`src/rtl/conv_seq_ctrl.sv`:
```
// Sequencer for the sliding-window convolution datapath: admits X samples, pulses the
// accumulator capture once per window, drives the Y handshake and prefetches the next X.
module conv_seq_ctrl #(
    parameter int X_SIZE  = 128,
    parameter int F_SIZE  = 32,
    parameter int X_CNT_W = $clog2(X_SIZE) + 1
) (
    input  logic               clk,
    input  logic               reset,
    input  logic               s_valid_x,
    input  logic               f_loaded,
    input  logic               m_ready_y,
    output logic               s_ready_x,
    output logic               xmem_wr_en,
    output logic [X_CNT_W-1:0] x_count,
    output logic               acc_load,
    output logic               m_valid_y,
    output logic [X_CNT_W-1:0] y_index,
    output logic               conv_done
);

    localparam logic [2:0] S_FILL    = 3'd0;
    localparam logic [2:0] S_CAPTURE = 3'd1;
    localparam logic [2:0] S_OUTPUT  = 3'd2;
    localparam logic [2:0] S_SLIDE   = 3'd3;
    localparam logic [2:0] S_DONE    = 3'd4;

    localparam logic [X_CNT_W-1:0] F_CNT  = X_CNT_W'(F_SIZE);
    localparam logic [X_CNT_W-1:0] LAST_Y = X_CNT_W'(X_SIZE - F_SIZE);
    localparam logic [X_CNT_W-1:0] ONE    = X_CNT_W'(1);

    logic [2:0]         r_state;
    logic [X_CNT_W-1:0] r_x_count;
    logic [X_CNT_W-1:0] r_y_index;
    logic               r_pref;
    logic               r_active;
    logic               w_ready;
    logic               w_accept;

    // X-side ready, decoded from registered state only; r_active keeps it low while reset is held
    always_comb begin
        w_ready = 1'b0;
        case (r_state)
            S_FILL:   w_ready = r_active & (r_x_count < F_CNT);
            S_OUTPUT: w_ready = ~r_pref & (r_y_index < LAST_Y);
            S_SLIDE:  w_ready = 1'b1;
            default:  w_ready = 1'b0;
        endcase
    end

    assign w_accept   = s_valid_x & w_ready;
    assign s_ready_x  = w_ready;
    assign xmem_wr_en = w_accept;
    assign x_count    = r_x_count;
    assign y_index    = r_y_index;
    assign acc_load   = (r_state == S_CAPTURE);
    assign m_valid_y  = (r_state == S_OUTPUT);
    assign conv_done  = (r_state == S_DONE);

    // Window sequencing, sample/output counters and the prefetch flag
    always_ff @(posedge clk or negedge reset) begin
        if (!reset) begin
            r_state   <= S_FILL;
            r_x_count <= '0;
            r_y_index <= '0;
            r_pref    <= 1'b0;
            r_active  <= 1'b0;
        end else begin
            r_active <= 1'b1;
            case (r_state)
                S_FILL: begin
                    if (w_accept) begin
                        r_x_count <= r_x_count + ONE;
                    end
                    if ((r_x_count == F_CNT) && f_loaded) begin
                        r_state <= S_CAPTURE;
                    end
                end
                S_CAPTURE: begin
                    r_state <= S_OUTPUT;
                end
                S_OUTPUT: begin
                    if (w_accept) begin
                        r_x_count <= r_x_count + ONE;
                    end
                    if (m_ready_y) begin
                        if (r_y_index == LAST_Y) begin
                            r_state   <= S_DONE;
                            r_x_count <= '0;
                            r_y_index <= '0;
                            r_pref    <= 1'b0;
                        end else begin
                            r_y_index <= r_y_index + ONE;
                            r_pref    <= 1'b0;
                            r_state   <= (r_pref | w_accept) ? S_CAPTURE : S_SLIDE;
                        end
                    end else if (w_accept) begin
                        // Y is already registered, so the window may shift underneath it
                        r_pref <= 1'b1;
                    end
                end
                S_SLIDE: begin
                    if (w_accept) begin
                        r_x_count <= r_x_count + ONE;
                        r_state   <= S_CAPTURE;
                    end
                end
                S_DONE: begin
                    r_state   <= S_FILL;
                    r_x_count <= '0;
                    r_y_index <= '0;
                    r_pref    <= 1'b0;
                end
                default: begin
                    r_state   <= S_FILL;
                    r_x_count <= '0;
                    r_y_index <= '0;
                    r_pref    <= 1'b0;
                end
            endcase
        end
    end

endmodule

```
`config.mk`:
```
export PLATFORM = sky130hd
export DESIGN_NAME = conv_seq_ctrl
export DESIGN_NICKNAME = d
export VERILOG_FILES = /design/src/rtl/conv_seq_ctrl.sv
export SDC_FILE = /design/constraint.sdc
export NUM_CORES = 1
export LEC_CHECK = 0
export ABC_AREA = 1
export BUFFER_PORTS_ARGS = -buffer_cell sky130_fd_sc_hd__buf_2
export CAP_MARGIN = 20
export CORE_AREA = 3 3 79 81
export DETAILED_ROUTE_END_ITERATION = 7
export DIE_AREA = 0 0 82 84
export PLACE_DENSITY_LB_ADDON = 0.1
export SYNTH_ARGS = -nofsm -noshare
export SYNTH_HDL_FRONTEND = slang
export SYNTH_SLANG_ARGS = --single-unit
export TNS_END_PERCENT = 100
```
`constraint.sdc`:
```
create_clock -name clk -period 1.79 [get_ports clk]
set_input_delay 0.0895 -clock clk [delete_from_list [all_inputs] [get_ports clk]]
set_output_delay 0.0895 -clock clk [all_outputs]
set_load 0.02 [all_outputs]
```
# ---- Word level (Yosys, flattened, before mapping)
# Index checks and enable logic that the tools add are counted.
dict set report word_totals {
  ff_bits 21
  inputBits 5
  output_inout_bits 21
  wordCells 49
}
dict set report op_classes {
  addsub 2
  magnitude_cmp 2
  n_eq_ne 10
  muxes 17
  bitwise_logic 6
  n_reduce_logical 7
}
# operator n
set op_table {}
lappend op_table {{$mux W8} 5}
lappend op_table {{$pmux W8 S3} 1}
lappend op_table {{$add A8 B1 Y8 const B} 2}
lappend op_table {{$pmux W8 S2} 1}
lappend op_table {{$mux W3} 4}
lappend op_table {{$pmux W3 S4} 1}
lappend op_table {{$eq A8 B6 Y1 const B} 1}
lappend op_table {{$eq A8 B7 Y1 const B} 1}
lappend op_table {{$lt A8 B6 Y1 const B} 1}
lappend op_table {{$lt A8 B7 Y1 const B} 1}
lappend op_table {{$eq A3 B2 Y1 const B} 2}
lappend op_table {{$ne A2 B2 Y1 const B} 3}
lappend op_table {{$reduce_and A2 Y1} 2}
lappend op_table {{$and A1 B1 Y1} 3}
lappend op_table {{$eq A3 B1 Y1 const B} 1}
lappend op_table {{$eq A3 B3 Y1 const B} 1}
lappend op_table {{$logic_not A3 Y1} 1}
lappend op_table {{$ne A3 B2 Y1 const B} 1}
lappend op_table {{$pmux W1 S3} 1}
lappend op_table {{$reduce_and A3 Y1} 1}
lappend op_table {{$reduce_or A3 Y1} 1}
lappend op_table {{$mux W1} 2}
lappend op_table {{$mux W2} 1}
lappend op_table {{$not A1 Y1} 2}
lappend op_table {{4 further kinds} 4}

# ---- Longest topological paths before layout
dict set report logic_depth {
  ltp_word 9
  depth_mapped 10
  ltp_nobuf 10
}

# ---- Worst setup path before layout
# Ideal clock, no wire load.
dict set report synth_timing {
  path_type {register to register}
  start {reg r_state[0]}
  end {reg r_y_index[5], in the netlist y_index[5]}
  setup_time_ps 117
  arrival_ps 1391
  required_time_ps 1673
  slack_ps 282
  stages_incl_launch_ff 9
  n_path_buf 0
  period_less_slack_ps 1508
  path_cell_list {dfrtp_1 > nor3_4 > nand2_2 > nand2_2 > inv_4 > nand2_4 > nor2_2 > o21ai_2 > inv_1}
}
dict set report synth_via {
  elab_cells_between_ends 9
  classes_between {eq/ne: 4; mux: 1; bitwise: 1; reduce/logical: 3}
}
# element line_no
set synth_lines {}
lappend synth_lines {{start, declared} 32} ;# logic [2:0] r_state;
lappend synth_lines {{start signal, assigned} 95} ;# r_state <= (r_pref | w_accept) ? S_CAPTURE : S_SLIDE;
lappend synth_lines {{$eq A3 B2 Y1 *} --}
lappend synth_lines {{named net m_valid_y} 17} ;# output logic m_valid_y,
lappend synth_lines {{$ne A2 B2 Y1 (no source line)} --}
lappend synth_lines {{$reduce_and A2 Y1 (no source line)} --}
lappend synth_lines {{end signal, assigned} 93} ;# r_y_index <= r_y_index + ONE;
lappend synth_lines {{end, declared} 34} ;# logic [X_CNT_W-1:0] r_y_index;
# Mark *: on every way through the listed nets, which the timed path passes. The rest lies on a longest branch.
# A chain may end at the register's enable or synchronous reset.

# ---- Worst setup path in the final report
dict set report layout_timing {
  start {reg r_state[0]}
  end {out acc_load}
}
dict set report layout_via {
  elab_chain_cells 1
}
# element line_no
set layout_lines {}
lappend layout_lines {{$eq A3 B1 Y1} 56} ;# assign acc_load = (r_state == S_CAPTURE);
lappend layout_lines {{end, declared} 16} ;# output logic acc_load,
# Every way passes these cells.

==> impl_metrics.xml <==
<?xml version="1.0" encoding="UTF-8"?>
<metrics>
  <group name="timing">
    <metric name="fmaxAchievable" unit="GHz">0.6035</metric>
    <metric name="rsz0062_at_grt" unit="">no</metric>
    <metric name="post-route-period-util" unit="">0.9256</metric>
    <metric name="tightestPinTransition" unit="ns">0.5194</metric>
    <metric name="finalHoldWorstSlack" unit="ns">0.1992</metric>
    <metric name="finalCriticalPeriod" unit="ns">1.657</metric>
    <metric name="maxSlewHeadroom" unit="">0.6537</metric>
    <metric name="final_max_slew_viol_count" unit="">0</metric>
    <metric name="hold_viol_final" unit="">0</metric>
    <metric name="final.setup_skew" unit="ns">0.005951</metric>
    <metric name="post-route-worst-setup-slack" unit="ns">0.1331</metric>
    <metric name="setup_viol_count_final" unit="">0</metric>
    <metric name="totalNegativeSetupSlack" unit="ns">0</metric>
  </group>
  <group name="worst_setup_path">
    <metric name="cp_max_fo" unit="">10</metric>
    <metric name="crit_arrival" unit="ns">1.57</metric>
    <metric name="worstPathRequired" unit="ns">1.70</metric>
    <metric name="critical_path.startpoint_type" unit="">register</metric>
    <metric name="r2r_end" unit="">x_count[7]</metric>
    <metric name="worst_setup_path_end_kind" unit="">output pin</metric>
    <metric name="timing.reg2reg.worst_path_depth" unit="">9</metric>
    <metric name="worst_r2r_startpoint" unit="">y_index[1]</metric>
    <metric name="r2r_setup_slack" unit="ns">0.22</metric>
    <metric name="criticalPathCategory" unit="">register to output pin</metric>
  </group>
  <group name="run_status">
    <metric name="status" unit="">finished, final reports clean</metric>
  </group>
  <group name="placement">
    <metric name="gp_routability_congestion" unit="">0.7190</metric>
    <metric name="io_buffers" unit="">25</metric>
    <metric name="hpwlAfterDp" unit="um">2699</metric>
    <metric name="placed_cells" unit="">294</metric>
    <metric name="place_worst_setup_slack" unit="ns">0.2089</metric>
  </group>
  <group name="pwr">
    <metric name="power.density" unit="mW/mm^2">1513</metric>
    <metric name="leakage" unit="uW">0.0008967</metric>
    <metric name="vdd_drop_max" unit="V">0.0006272</metric>
  </group>
  <group name="hold_path">
    <metric name="min_delay_path_depth" unit="">3</metric>
    <metric name="hold_start" unit="">s_valid_x</metric>
    <metric name="end_of_the_worst_hold_path" unit="">r_pref</metric>
    <metric name="hold_path.class" unit="">primary input to register</metric>
  </group>
  <group name="routing">
    <metric name="detail_route.wl_per_cell" unit="um">11.99</metric>
    <metric name="detailedRoute.firstPassIterationCount" unit="">4</metric>
    <metric name="ant_nets" unit="">0</metric>
    <metric name="routed_via_density" unit="">4.312</metric>
    <metric name="wl" unit="um">3608</metric>
    <metric name="dr_total_vias" unit="">1298</metric>
    <metric name="drt_iter0_drc" unit="">100</metric>
    <metric name="post-route-drc-count" unit="">0</metric>
  </group>
  <group name="final_layout">
    <metric name="utilization" unit="">0.3078</metric>
    <metric name="final-seq-area" unit="sq um">526.8</metric>
    <metric name="area_growth" unit="%">23.57</metric>
    <metric name="diodes" unit="">0</metric>
    <metric name="multi_input_comb_area" unit="sq um">750.7</metric>
    <metric name="count_of_filler_cells_inserted_in_the_layout" unit="">633</metric>
    <metric name="post_route_cells_drive_above_1_share" unit="">0.2314</metric>
    <metric name="nets" unit="">239</metric>
    <metric name="finalNonFillerCells" unit="">301</metric>
  </group>
  <group name="yosys">
    <metric name="synth_area_leaders" unit="">sky130_fd_sc_hd__dfrtp_1 38%, sky130_fd_sc_hd__nand2_1 17%, sky130_fd_sc_hd__inv_1 7.3%, sky130_fd_sc_hd__nand3_1 6.5%, sky130_fd_sc_hd__nor2_1 4.1%</metric>
    <metric name="synth.distinct_cells" unit="">26</metric>
    <metric name="synthesis.instances" unit="">194</metric>
    <metric name="synthesis.area" unit="sq mm">0.001380</metric>
    <metric name="yosys.area.top_type" unit="">sky130_fd_sc_hd__dfrtp_1</metric>
    <metric name="ys_ff_latch" unit="">21</metric>
    <metric name="post_synth.cell_area_avg" unit="sq um">7.114</metric>
    <metric name="yosys.area.top_type_share" unit="">0.3808</metric>
    <metric name="synth_fp_nets" unit="">203</metric>
    <metric name="sequential_element_share_of_the_synthesized_area" unit="">0.3808</metric>
    <metric name="yosysWarningCount" unit="">0</metric>
  </group>
  <group name="grt">
    <metric name="grt_first_pass_wirelength" unit="um">6078</metric>
    <metric name="vias_in_the_first_global_route" unit="">1181</metric>
    <metric name="grt_antenna_before_repair" unit="">0</metric>
    <metric name="grt_use_total" unit="">0.1134</metric>
    <metric name="grt_overflow" unit="">0</metric>
    <metric name="grt_start_max_net_pins" unit="">22</metric>
  </group>
  <group name="clock_network">
    <metric name="clk_lat_worst_skew" unit="ns">0.27</metric>
    <metric name="tritoncts" unit="">yes</metric>
    <metric name="clockBufferDepth" unit="">2</metric>
    <metric name="cts.sink_count" unit="">21</metric>
    <metric name="cts-buffers-inserted" unit="">3</metric>
    <metric name="h_tree_depth" unit="">1</metric>
    <metric name="clk_root_buffer_cell" unit="">sky130_fd_sc_hd__clkbuf_8</metric>
    <metric name="path_clk_slew" unit="ns">0.09</metric>
  </group>
  <group name="flow_run">
    <metric name="timing.max_cap.violations" unit="">0</metric>
  </group>
  <group name="floorplan">
    <metric name="chipHeight" unit="um">84</metric>
    <metric name="floorplan.die_area" unit="sq mm">0.006888</metric>
    <metric name="rows" unit="">27</metric>
    <metric name="effective_utilization_at_floorplan" unit="">0.2491</metric>
    <metric name="standard_cell_core_area" unit="sq mm">0.005540</metric>
    <metric name="die_w" unit="um">82</metric>
    <metric name="design.portCount" unit="">26</metric>
  </group>
</metrics>
[power breakdown]
group,internal [uW],switching [uW]
clock,159,177
sequential,606,158
combinational,508,972
[placed cells by master, fill, tap and decap left out, drive strengths merged]
| master | Yosys | final |
|---|---|---|
| a21oi | 1 | 1 |
| a22oi | 2 | 2 |
| buf | 0 | 30 |
| clkbuf | 0 | 4 |
| conb | 1 | 1 |
| dfrtp | 21 | 21 |
| dlygate4sd3 | 0 | 1 |
| ha | 4 | 4 |
| inv | 30 | 30 |
| nand2 | 68 | 68 |
| nand3 | 19 | 19 |
| nand4 | 8 | 8 |
| nor2 | 19 | 19 |
| nor3 | 4 | 4 |
| o2111ai | 1 | 1 |
| o21ai | 12 | 12 |
| or2 | 1 | 1 |
| xnor2 | 1 | 1 |
| xor2 | 2 | 2 |
[cell usage after synthesis]
cell type                   count
sky130_fd_sc_hd__nand2_4        3
sky130_fd_sc_hd__o2111ai_1      1
sky130_fd_sc_hd__nand3_4        1
sky130_fd_sc_hd__inv_1         27
sky130_fd_sc_hd__nor2_1        15
sky130_fd_sc_hd__xor2_1         2
sky130_fd_sc_hd__nor2_2         3
sky130_fd_sc_hd__a21oi_1        1
sky130_fd_sc_hd__nand2_1       62
sky130_fd_sc_hd__xnor2_1        1
sky130_fd_sc_hd__o21ai_0       10
sky130_fd_sc_hd__or2_1          1
sky130_fd_sc_hd__nand3_1       18
sky130_fd_sc_hd__dfrtp_1       21
sky130_fd_sc_hd__nor2_4         1
sky130_fd_sc_hd__o21ai_2        1
sky130_fd_sc_hd__conb_1         1
sky130_fd_sc_hd__nor3_4         1
sky130_fd_sc_hd__a22oi_1        2
sky130_fd_sc_hd__nor3_1         3
sky130_fd_sc_hd__nand4_1        8
sky130_fd_sc_hd__ha_1           4
sky130_fd_sc_hd__nand2_2        3
sky130_fd_sc_hd__inv_2          2
sky130_fd_sc_hd__inv_4          1
sky130_fd_sc_hd__o21ai_1        1
[metal layers]
layer | track usage | share of wire | routed length [um]
met3 | 0.02376 | 0.042 | 151
met1 | 0.1615 | 0.50 | 1806
met5 | 0 | 0 | 0
met4 | 0.03172 | 0.0080 | 29
met2 | 0.1705 | 0.45 | 1622
[cell families after synthesis]
kind of cell	count (synthesis)	synth area share
adders and majority gates	4	0.03627
other	1	0.002717
buffers and inverters	30	0.08342
and+or+nand+nor	119	0.4107
AOI/OAI and AO/OA	16	0.06708
xor gates and xnor gates	3	0.01904
DFF	21	0.3808
[critical path: stages (launching register included)]
cell and delay (ns):
sky130_fd_sc_hd__dfrtp_1 0.43, sky130_fd_sc_hd__buf_4 0.16, sky130_fd_sc_hd__inv_1 0.05, sky130_fd_sc_hd__nor2_2 0.40
sky130_fd_sc_hd__buf_2 0.26
[layout make-up]
class / instances / area share
tap: 72 / 0.05282
inverter: 30 / 0.07043
multi-input combinational: 143 / 0.4402
sequential: 21 / 0.3089
clock buffer: 4 / 0.02641
timing repair buffer: 31 / 0.1012
[per-stage QoR]
step / total power (uW) / cell area (sq um)
5_1_grt: 2848 / 1705
3_5_place_dp: 2211 / 1618
3_3_place_gp: 2235 / 1618
2_1_floorplan: 1761 / 1380
6_report: 2580 / 1705
4_1_cts: 2565 / 1675
[timing repair]
action                                 4_1_cts  5_1_grt
hold buffers                                 1        0
setup endpoints to repair                    1        1
resized for setup                            1        6
endpoints found under the hold margin       21        0
pin swaps                                    0        0
setup buffers                                0        2
[registers in the layout, summed over array words and instances (netlist names)]
register  flops
y_index       8
r_state       3
r_active      1
r_pref        1
x_count       8
[worst max path at each step]
stage,start,endpoint,slack (ns),cells after the start
global placement,y_index[0],x_count[0],0.20,9
detailed placement,y_index[0],x_count[2],0.21,9
global route,r_state[2],xmem_wr_en,0.02,8
floorplan,r_state[0],y_index[5],0.28,8
finish,r_state[0],acc_load,0.13,4
CTS,r_state[1],xmem_wr_en,0.02,8
No activity file was read; power rests on OpenSTA's default activity.
